<file path="src/rtl/lsu_dmem_ctrl_pkg.sv">
// Shared types for the load/store unit and its data-memory controller.
// Access sizes, controller states and default widths.
package lsu_dmem_ctrl_pkg;

    localparam int LSU_TAG_W     = 4;
    localparam int LSU_SIZE_POW2 = 20;

    typedef enum logic [1:0] {
        MEM_B = 2'd0,
        MEM_H = 2'd1,
        MEM_W = 2'd2,
        MEM_X = 2'd3
    } mem_size_t;

    typedef enum logic [1:0] {
        IDLE = 2'd0,
        RD   = 2'd1,
        WR   = 2'd2,
        RSP  = 2'd3
    } lsu_state_t;

    // True for an illegal size or an offset the size cannot sit on.
    function automatic logic size_fault(mem_size_t size, logic [1:0] lo);
        logic f;
        f = 1'b0;
        unique case (size)
            MEM_B:   f = 1'b0;
            MEM_H:   f = lo[0];
            MEM_W:   f = |lo;
            default: f = 1'b1;
        endcase
        return f;
    endfunction

endpackage

</file>
<file path="src/rtl/lsu_dmem_ctrl_align.sv">
// Byte-lane steering for the load/store controller.
// Extracts and extends load data and merges sub-word store data.
module lsu_lane_align
    import lsu_dmem_ctrl_pkg::*;
(
    input  logic [1:0]  addr_lo_i,
    input  mem_size_t   size_i,
    input  logic        unsigned_i,
    input  logic [31:0] rd_word_i,
    input  logic [31:0] st_data_i,
    output logic [31:0] ld_data_o,
    output logic [31:0] st_word_o
);

    logic [4:0]  sh;
    logic [7:0]  byte_v;
    logic [15:0] half_v;
    logic [31:0] mask;

    always_comb begin
        sh        = {addr_lo_i, 3'b000};
        byte_v    = rd_word_i[sh +: 8];
        half_v    = addr_lo_i[1] ? rd_word_i[31:16] : rd_word_i[15:0];
        ld_data_o = rd_word_i;
        mask      = '1;
        unique case (size_i)
            MEM_B: begin
                ld_data_o = {{24{~unsigned_i & byte_v[7]}}, byte_v};
                mask      = 32'h0000_00FF << sh;
            end
            MEM_H: begin
                ld_data_o = {{16{~unsigned_i & half_v[15]}}, half_v};
                mask      = 32'h0000_FFFF << sh;
            end
            default: begin
                ld_data_o = rd_word_i;
                mask      = '1;
            end
        endcase
        st_word_o = (rd_word_i & ~mask) | ((st_data_i << sh) & mask);
    end

endmodule

</file>
<file path="src/rtl/lsu_dmem_ctrl.sv">
// Load/store controller in front of a word-only data memory.
// Checks each request, drives dmem pulses and returns a tagged response.
module lsu_dmem_ctrl
    import lsu_dmem_ctrl_pkg::*;
#(
    parameter int TAG_W     = LSU_TAG_W,
    parameter int SIZE_POW2 = LSU_SIZE_POW2
) (
    input  logic             clk_i,
    input  logic             reset_ni,
    input  logic             req_valid_i,
    output logic             req_ready_o,
    input  logic             req_store_i,
    input  logic [1:0]       req_size_i,
    input  logic             req_unsigned_i,
    input  logic [31:0]      req_addr_i,
    input  logic [31:0]      req_data_i,
    input  logic [TAG_W-1:0] req_tag_i,
    output logic             rsp_valid_o,
    output logic [31:0]      rsp_data_o,
    output logic [TAG_W-1:0] rsp_tag_o,
    output logic             rsp_fault_o,
    output logic             dmem_read_o,
    output logic             dmem_write_o,
    output logic [31:0]      dmem_addr_o,
    output logic [31:0]      dmem_data_o,
    input  logic [31:0]      dmem_rd_data_i,
    input  logic             dmem_done_i
);

    lsu_state_t       state_q;
    logic             store_q;
    mem_size_t        size_q;
    logic             uns_q;
    logic [1:0]       lo_q;
    logic [31:0]      data_q;
    logic [TAG_W-1:0] tag_q;
    logic             fault_q;
    logic [31:0]      ld_q;

    logic             rd_q;
    logic             wr_q;
    logic [31:0]      maddr_q;
    logic [31:0]      mdata_q;
    logic             rsp_valid_q;
    logic [31:0]      rsp_data_q;
    logic [TAG_W-1:0] rsp_tag_q;
    logic             rsp_fault_q;

    mem_size_t        req_size;
    logic             req_fault;
    logic [31:0]      ld_data;
    logic [31:0]      st_word;

    assign req_size    = mem_size_t'(req_size_i);
    assign req_ready_o = (state_q == IDLE);

    always_comb begin
        req_fault = size_fault(req_size, req_addr_i[1:0])
                  | (|req_addr_i[31:SIZE_POW2]);
    end

    lsu_lane_align u_align (
        .addr_lo_i  (lo_q),
        .size_i     (size_q),
        .unsigned_i (uns_q),
        .rd_word_i  (dmem_rd_data_i),
        .st_data_i  (data_q),
        .ld_data_o  (ld_data),
        .st_word_o  (st_word)
    );

    always_ff @(posedge clk_i or negedge reset_ni) begin
        if (!reset_ni) begin
            state_q     <= IDLE;
            store_q     <= 1'b0;
            size_q      <= MEM_B;
            uns_q       <= 1'b0;
            lo_q        <= 2'b00;
            data_q      <= '0;
            tag_q       <= '0;
            fault_q     <= 1'b0;
            ld_q        <= '0;
            rd_q        <= 1'b0;
            wr_q        <= 1'b0;
            maddr_q     <= '0;
            mdata_q     <= '0;
            rsp_valid_q <= 1'b0;
            rsp_data_q  <= '0;
            rsp_tag_q   <= '0;
            rsp_fault_q <= 1'b0;
        end else begin
            rd_q        <= 1'b0;
            wr_q        <= 1'b0;
            rsp_valid_q <= 1'b0;
            rsp_data_q  <= '0;
            rsp_tag_q   <= '0;
            rsp_fault_q <= 1'b0;
            unique case (state_q)
                IDLE: begin
                    if (req_valid_i) begin
                        store_q <= req_store_i;
                        size_q  <= req_size;
                        uns_q   <= req_unsigned_i;
                        lo_q    <= req_addr_i[1:0];
                        data_q  <= req_data_i;
                        tag_q   <= req_tag_i;
                        fault_q <= req_fault;
                        ld_q    <= '0;
                        if (req_fault) begin
                            state_q <= RSP;
                        end else if (req_store_i && req_size == MEM_W) begin
                            state_q <= WR;
                            wr_q    <= 1'b1;
                            maddr_q <= {req_addr_i[31:2], 2'b00};
                            mdata_q <= req_data_i;
                        end else begin
                            state_q <= RD;
                            rd_q    <= 1'b1;
                            maddr_q <= {req_addr_i[31:2], 2'b00};
                        end
                    end
                end
                RD: begin
                    if (dmem_done_i) begin
                        if (store_q) begin
                            // read-modify-write: push the merged word back
                            state_q <= WR;
                            wr_q    <= 1'b1;
                            mdata_q <= st_word;
                        end else begin
                            state_q <= RSP;
                            ld_q    <= ld_data;
                        end
                    end
                end
                WR: begin
                    if (dmem_done_i) begin
                        state_q <= RSP;
                    end
                end
                RSP: begin
                    rsp_valid_q <= 1'b1;
                    rsp_data_q  <= ld_q;
                    rsp_tag_q   <= tag_q;
                    rsp_fault_q <= fault_q;
                    state_q     <= IDLE;
                end
                default: state_q <= IDLE;
            endcase
        end
    end

    assign dmem_read_o  = rd_q;
    assign dmem_write_o = wr_q;
    assign dmem_addr_o  = maddr_q;
    assign dmem_data_o  = mdata_q;
    assign rsp_valid_o  = rsp_valid_q;
    assign rsp_data_o   = rsp_data_q;
    assign rsp_tag_o    = rsp_tag_q;
    assign rsp_fault_o  = rsp_fault_q;

endmodule

</file>
<file path="config.mk">
export PLATFORM = sky130hd
export DESIGN_NAME = lsu_dmem_ctrl
export DESIGN_NICKNAME = d
export VERILOG_FILES = /design/src/rtl/lsu_dmem_ctrl_pkg.sv /design/src/rtl/lsu_dmem_ctrl_align.sv /design/src/rtl/lsu_dmem_ctrl.sv
export SDC_FILE = /design/constraint.sdc
export NUM_CORES = 1
export LEC_CHECK = 0
export CAP_MARGIN = 20
export CORE_UTILIZATION = 49
export CTS_BUF_LIST = sky130_fd_sc_hd__clkbuf_8 sky130_fd_sc_hd__clkbuf_16
export DETAILED_ROUTE_END_ITERATION = 8
export PLACE_DENSITY_LB_ADDON = 0.3
export RECOVER_POWER = 50
export SETUP_SLACK_MARGIN = 0.3
export SLEW_MARGIN = 20
export SYNTH_ARGS = -nofsm -noshare
export SYNTH_HDL_FRONTEND = slang
export SYNTH_SLANG_ARGS = --single-unit
</file>
<file path="constraint.sdc">
create_clock -name clk_i -period 2.4 [get_ports clk_i]
set_input_delay 0.48 -clock clk_i [delete_from_list [all_inputs] [get_ports clk_i]]
set_output_delay 0.48 -clock clk_i [all_outputs]
set_load 0.02 [all_outputs]
</file>
==> results of run 1 <==
-- per-layer routing --
layer  GRT usage  wire (um)  up-vias
met5           0          0        -
met4      0.1252        979        0
met3     0.06036       2017       69
met2      0.4521      11520      385
met1      0.3584       9279     3285
li1            -          -     2886
-- registers in the layout (all words and copies together), names as in the netlist, 2 cells and up --
signal       flops
size_q           2
data_q          32
dmem_addr_o     30
rsp_tag_o        4
ld_q            32
tag_q            4
state_q          2
lo_q             2
rsp_data_o      32
dmem_data_o     32
-- layout by cell type (no fill, tap or decap), types with 14 or more instances in the layout --
cell type        count
a222oi_1            24
mux2_2              78
a221o_1             14
nor2b_1             19
nand2_1             22
inv_1               36
mux2i_1             30
nor3_1              14
mux4_2              16
o2bb2ai_1           16
dfrtp_1            177
clkdlybuf4s50_1    208
and2_0              29
clkbuf_16           17
buf_4               31
-- how the worst max path moves through the flow --
stage | start | to | slack (ns) | cells after the start
finish | state_q[1] | rsp_data_o[13] | 0.35 | 4
global route | state_q[1] | rsp_data_o[3] | 0.20 | 4
CTS | state_q[0] | dmem_data_o[22] | 0.31 | 7
detailed placement | req_addr_i[29] | dmem_data_o[20] | -0.02 | 7
global placement | req_addr_i[29] | dmem_data_o[20] | 0.02 | 7
floorplan | state_q[0] | ld_q[18] | 0.31 | 10
-- layout make-up --
| cell class | count | area, um2 |
|---|---|---|
| fillers | 1144 | 5010 |
| flip-flops and latches | 179 | 4484 |
| multi-input cells | 395 | 3530 |
| repair buffers | 256 | 2526 |
| clock buffers | 20 | 466.7 |
| well taps | 220 | 275.3 |
| clock inverters | 12 | 153.9 |
| inverters | 36 | 135.1 |
| diodes | 1 | 2.502 |
-- through the flow --
| stage | setup TNS, ns | setup slack [ns] |
|---|---|---|
| after floorplan | 0 | 0.3055 |
| after global routing | 0 | 0.1999 |
| after detailed placement | -0.04630 | -0.01551 |
| final | 0 | 0.3451 |
| after CTS | 0 | 0.3112 |
| after global placement | 0 | 0.02491 |
-- timing repair --
item	in CTS	in global routing
hold buffers	0	0
gates resized for setup	7	13
setup buffers	1	5
pin swaps	1	2
setup endpoints to repair	34	62
endpoints found under the hold margin	0	0
cloned	0	0
-- cell families after synthesis --
group,after synthesis,share of synthesized area
buf+inv,85,0.04604
simple gates,154,0.1058
flops,179,0.5387
mux,126,0.1875
fa+ha+maj,4,0.006019
other cells,1,0.0004510
compound gates,109,0.1156
-- power groups by stage --
stage	clock (mW)	sequential, mW	combinational [mW]
2_1_floorplan	0	4.93	3.37
3_3_place_gp	0	4.71	5.61
6_report	2.88	4.74	5.97
3_5_place_dp	0	4.76	5.77
4_1_cts	2.92	4.72	5.85
5_1_grt	3.07	4.84	6.36
==> impl_metrics.toml, run 1 <==
[power_and_ir_drop]
p_int_mw = 8.662
p_switching_mw = 4.932
combPwrFrac = 0.439
pwr-share-seq = 0.349
p_clk_frac = 0.212
total_leakage_power_nw = 5.029
power_mw = 13.59
irDropWorstVdd_mv = 0.6965
swShare = 0.3628
power_density_nw_per_um2 = 1175

[sta]
drv_slew = 0
fin_skew_ns = 0.01276
rsz0062_at_grt = "no"
hold_viol_final = 0
timing.final.crit_period_ns = 2.055
whs_ns = 0.3855
finalSetupViolCount = 0
slew_headroom = 0.05830
fmax_mhz = 486.6
finalCritPeriodShare = 0.8562
tightest_slew_ns = 1.413

[status]
status = "finished, violations left"
violations = "DRC"

[drt]
drt_iter0_markers = 510
via_per_inst = 5.920
vias = 6625
routed_wirelength_um = 23790
drc = 20
dr.pass1.iters = 9
wl_per_cell_um = 21.26
antenna_left = 0

[placement]
place_area_um2 = 10870
hpwl_um = 17310
gp_congestion = 0.9017
io_buffers = 210
dpl.cell_count = 1080

[hold_path]
hold_path.class = "in -> async"

[yosys]
ys_async_sr_fraction = 1.000
yosys-top-cells-count = "dfrtp_1 (179), mux2_2 (78), and2_1 (39)"
synthTopCellsByArea = "dfrtp_1 (54%), mux2_2 (11%), mux4_2 (4.3%), mux2i_1 (3.9%), and2_1 (2.9%)"
yosys.cell_types.count = 46
avgSynthCellArea_um2 = 12.64
syn_inst = 658
syn-cell-area_um2 = 8315
yosysWarningCount = 0
seq_area_frac_synth = 0.5387
synth-edff-count = 0
yosysMostFrequentCell = "dfrtp_1"
synth-seq-cells = 179
synth_top_flop_cell = "dfrtp_1"
synth.largest_area_cell = "dfrtp_1"
yosysTopAreaCellShare = 0.5387

[die]
io_pins = 213
dieWidth_um = 132.3
dieHeight_um = 132.3
row_count = 47
core_um2 = 16580
dieArea_um2 = 17500
initial_core_util = 0.5014

[final_layout]
final_nets = 997
final_cells = 1119
synthToLayoutAreaGrowth_pct = 39.18
drive_gt1_frac = 0.2216
final_area_um2 = 11570
final_util = 0.6979

[worst_setup_path]
cp_slowest_cell = "clkbuf_1"
ff2ff_path_depth = 4
endpoint_kind = "flop"
cp_top_family = "buffers and inverters"
cpPeakStageDelay_ns = 0.98
cp-start-kind = "flop"
worstSetupPathType = "reg -> reg"
path_max_fanout = 38
r2r_setup_slack_ns = 0.35
critPathBufInv = 2
crit_chain = "clkbuf_1 -> ha_1 -> clkbuf_1 -> and2_0"
crit_top_cell = "clkbuf_1"
reg2reg_to = "rsp_data_o[13]"
cp.required_ns = 2.75
reg2reg_from = "state_q[1]"
worstPathArrival_ns = 2.40

[global_route]
grt_start_max_net_pins = 58
grt_pass1_vias = 6719
groute.usage.overall = 0.2778
grt_pass1_wl_um = 37000
overflow = 0
antenna_found_initial = 1

[clocking]
cts_tree = "yes"
root_buffer = "clkbuf_16"
clkTransAtPathRegs_ns = 0.06
htreeDepth = 4
clkSinkCount = 179
clock_latency_ns = 0.43
clockBufferDepth = 2
cts_buffers = 17

[run]
cap_violations = 0
Power figures use the tool's default switching activity.
==> inputs of run 2 (changes only) <==
--- a/config.mk
+++ b/config.mk
@@ -7,7 +7,7 @@
 export LEC_CHECK = 0
 export CAP_MARGIN = 20
 export CORE_UTILIZATION = 49
-export CTS_BUF_LIST = sky130_fd_sc_hd__clkbuf_8 sky130_fd_sc_hd__clkbuf_16
+export CTS_CLUSTER_DIAMETER = 80
 export DETAILED_ROUTE_END_ITERATION = 8
 export PLACE_DENSITY_LB_ADDON = 0.3
 export RECOVER_POWER = 50
==> run 2 against run 1 <==
Compared with the run above: the run now ends clean; via count fell by 0.20%; clock skew barely moved; die area did not move; global-route usage did not move.
==> impl_metrics.toml, run 2 (same netlist as run 1, synthesis figures left out) <==
[drt]
vias = 6612
drt_iter0_markers = 509
routed_wirelength_um = 23790
dr.pass1.iters = 8
wl_per_cell_um = 21.26
via_per_inst = 5.909
antenna_left = 0
drc = 0

[die]
io_pins = 213
dieWidth_um = 132.3
dieArea_um2 = 17500
dieHeight_um = 132.3
core_um2 = 16580
row_count = 47
initial_core_util = 0.5014

[worst_setup_path]
worstSetupPathType = "reg -> reg"
ff2ff_path_depth = 4
endpoint_kind = "flop"
cp.required_ns = 2.75
path_max_fanout = 38
reg2reg_from = "state_q[1]"
r2r_setup_slack_ns = 0.34
reg2reg_to = "rsp_data_o[13]"
worstPathArrival_ns = 2.40
cp-start-kind = "flop"

[clocking]
htreeDepth = 4
cts_tree = "yes"
clkTransAtPathRegs_ns = 0.06
clock_latency_ns = 0.43
cts_buffers = 17
clkSinkCount = 179
root_buffer = "clkbuf_16"
clockBufferDepth = 2

[sta]
hold_viol_final = 0
rsz0062_at_grt = "no"
fin_skew_ns = 0.01238
finalSetupViolCount = 0
tightest_slew_ns = 1.412
fmax_mhz = 485.5
timing.final.crit_period_ns = 2.060
drv_slew = 0
whs_ns = 0.3853
finalCritPeriodShare = 0.8582
fin_tns_setup_ns = 0
slew_headroom = 0.05893

[status]
status = "complete, no violations"

[final_layout]
drive_gt1_frac = 0.2216
synthToLayoutAreaGrowth_pct = 39.18
final_common_cell = "clkdlybuf4s50_1"
final_nets = 997
final_cell_mix = "clkdlybuf4s50_1 (208), dfrtp_1 (177), mux2_2 (78)"

[power_and_ir_drop]
power_density_nw_per_um2 = 1175
total_leakage_power_nw = 5.021
irDropWorstVdd_mv = 0.6968

[global_route]
grt_pass1_vias = 6719
grt_pass1_wl_um = 37000
overflow = 0
antenna_found_initial = 1
grt_start_max_net_pins = 58
groute.usage.overall = 0.2778

[run]
cap_violations = 0

[placement]
gp_congestion = 0.9017
io_buffers = 210
hpwl_um = 17310

[hold_path]
hold_path.class = "in -> async"
## run 2: cell types whose count changed in the layout (fill, tap and decap cells not counted)
cell and change:
inv_1 -2, clkbuf_1 +2
## run 2: layout make-up
class	instances	area [um2]
inverter	36	135.1
fill	1144	5010
clock inverter	10	146.4
sequential	179	4484
multi-input combinational	395	3530
antenna	1	2.502
tap	220	275.3
timing repair buffer	256	2526
clock buffer	22	474.2
## run 2: worst max path at each step
stage	cells after the start	startpoint	end	slack [ns]
final	4	state_q[1]	rsp_data_o[13]	0.34
after global placement	7	req_addr_i[29]	dmem_data_o[20]	0.02
after CTS	7	state_q[0]	dmem_data_o[22]	0.31
after global routing	4	state_q[1]	rsp_data_o[3]	0.20
after detailed placement	7	req_addr_i[29]	dmem_data_o[20]	-0.02
after floorplan	10	state_q[0]	ld_q[18]	0.31
## run 2: report_power, final
group          switching, mW  internal [mW]
combinational           2.99           2.98
clock                   1.15           1.73
sequential             0.786           3.96
## run 2: stage by stage
step | cells | area [um2] | setup slack (ns) | util | power [mW]
after floorplan | 659 | 8334 | 0.3055 | - | 8.304
after global placement | 1080 | 10870 | 0.02491 | 0.6556 | 10.32
after detailed placement | 1080 | 10870 | -0.01551 | 0.6556 | 10.53
after CTS | 1113 | 11520 | 0.3112 | 0.6947 | 13.50
after global routing | 1119 | 11570 | 0.1999 | 0.6979 | 14.27
final | 1119 | 11570 | 0.3404 | 0.6979 | 13.60
## run 2: critical path, cell delays in order, from the launching register on
cell	delay (ns)
dfrtp_1	0.37
clkbuf_1	0.18
ha_1	0.17
clkbuf_1	0.98
and2_0	0.27
## run 2: routing by layer
metal / up-vias / global-route usage / part of all wire
met5: - / 0 / 0
met4: 0 / 0.1252 / 0.040
met3: 70 / 0.06036 / 0.082
met2: 379 / 0.4521 / 0.49
met1: 3278 / 0.3584 / 0.39
li1: 2885 / - / -
## run 2: what timing repair did
action / 4_1_cts / 5_1_grt
buffers inserted: 1 / 5
pin swaps: 1 / 2
endpoints found under the setup margin: 34 / 62
hold buffers: 0 / 0
cloned: 0 / 0
gates resized for setup: 7 / 13
==> inputs of run 3 (changes only) <==
--- a/config.mk
+++ b/config.mk
@@ -5,10 +5,11 @@
 export SDC_FILE = /design/constraint.sdc
 export NUM_CORES = 1
 export LEC_CHECK = 0
-export CAP_MARGIN = 20
+export CAP_MARGIN = 10
 export CORE_UTILIZATION = 49
 export CTS_CLUSTER_DIAMETER = 80
 export DETAILED_ROUTE_END_ITERATION = 8
+export GPL_ROUTABILITY_DRIVEN = 1
 export PLACE_DENSITY_LB_ADDON = 0.3
 export RECOVER_POWER = 50
 export SETUP_SLACK_MARGIN = 0.3
==> results of run 3 <==
Same layout as run 2: the final DEF is identical, and so are final timing and power.
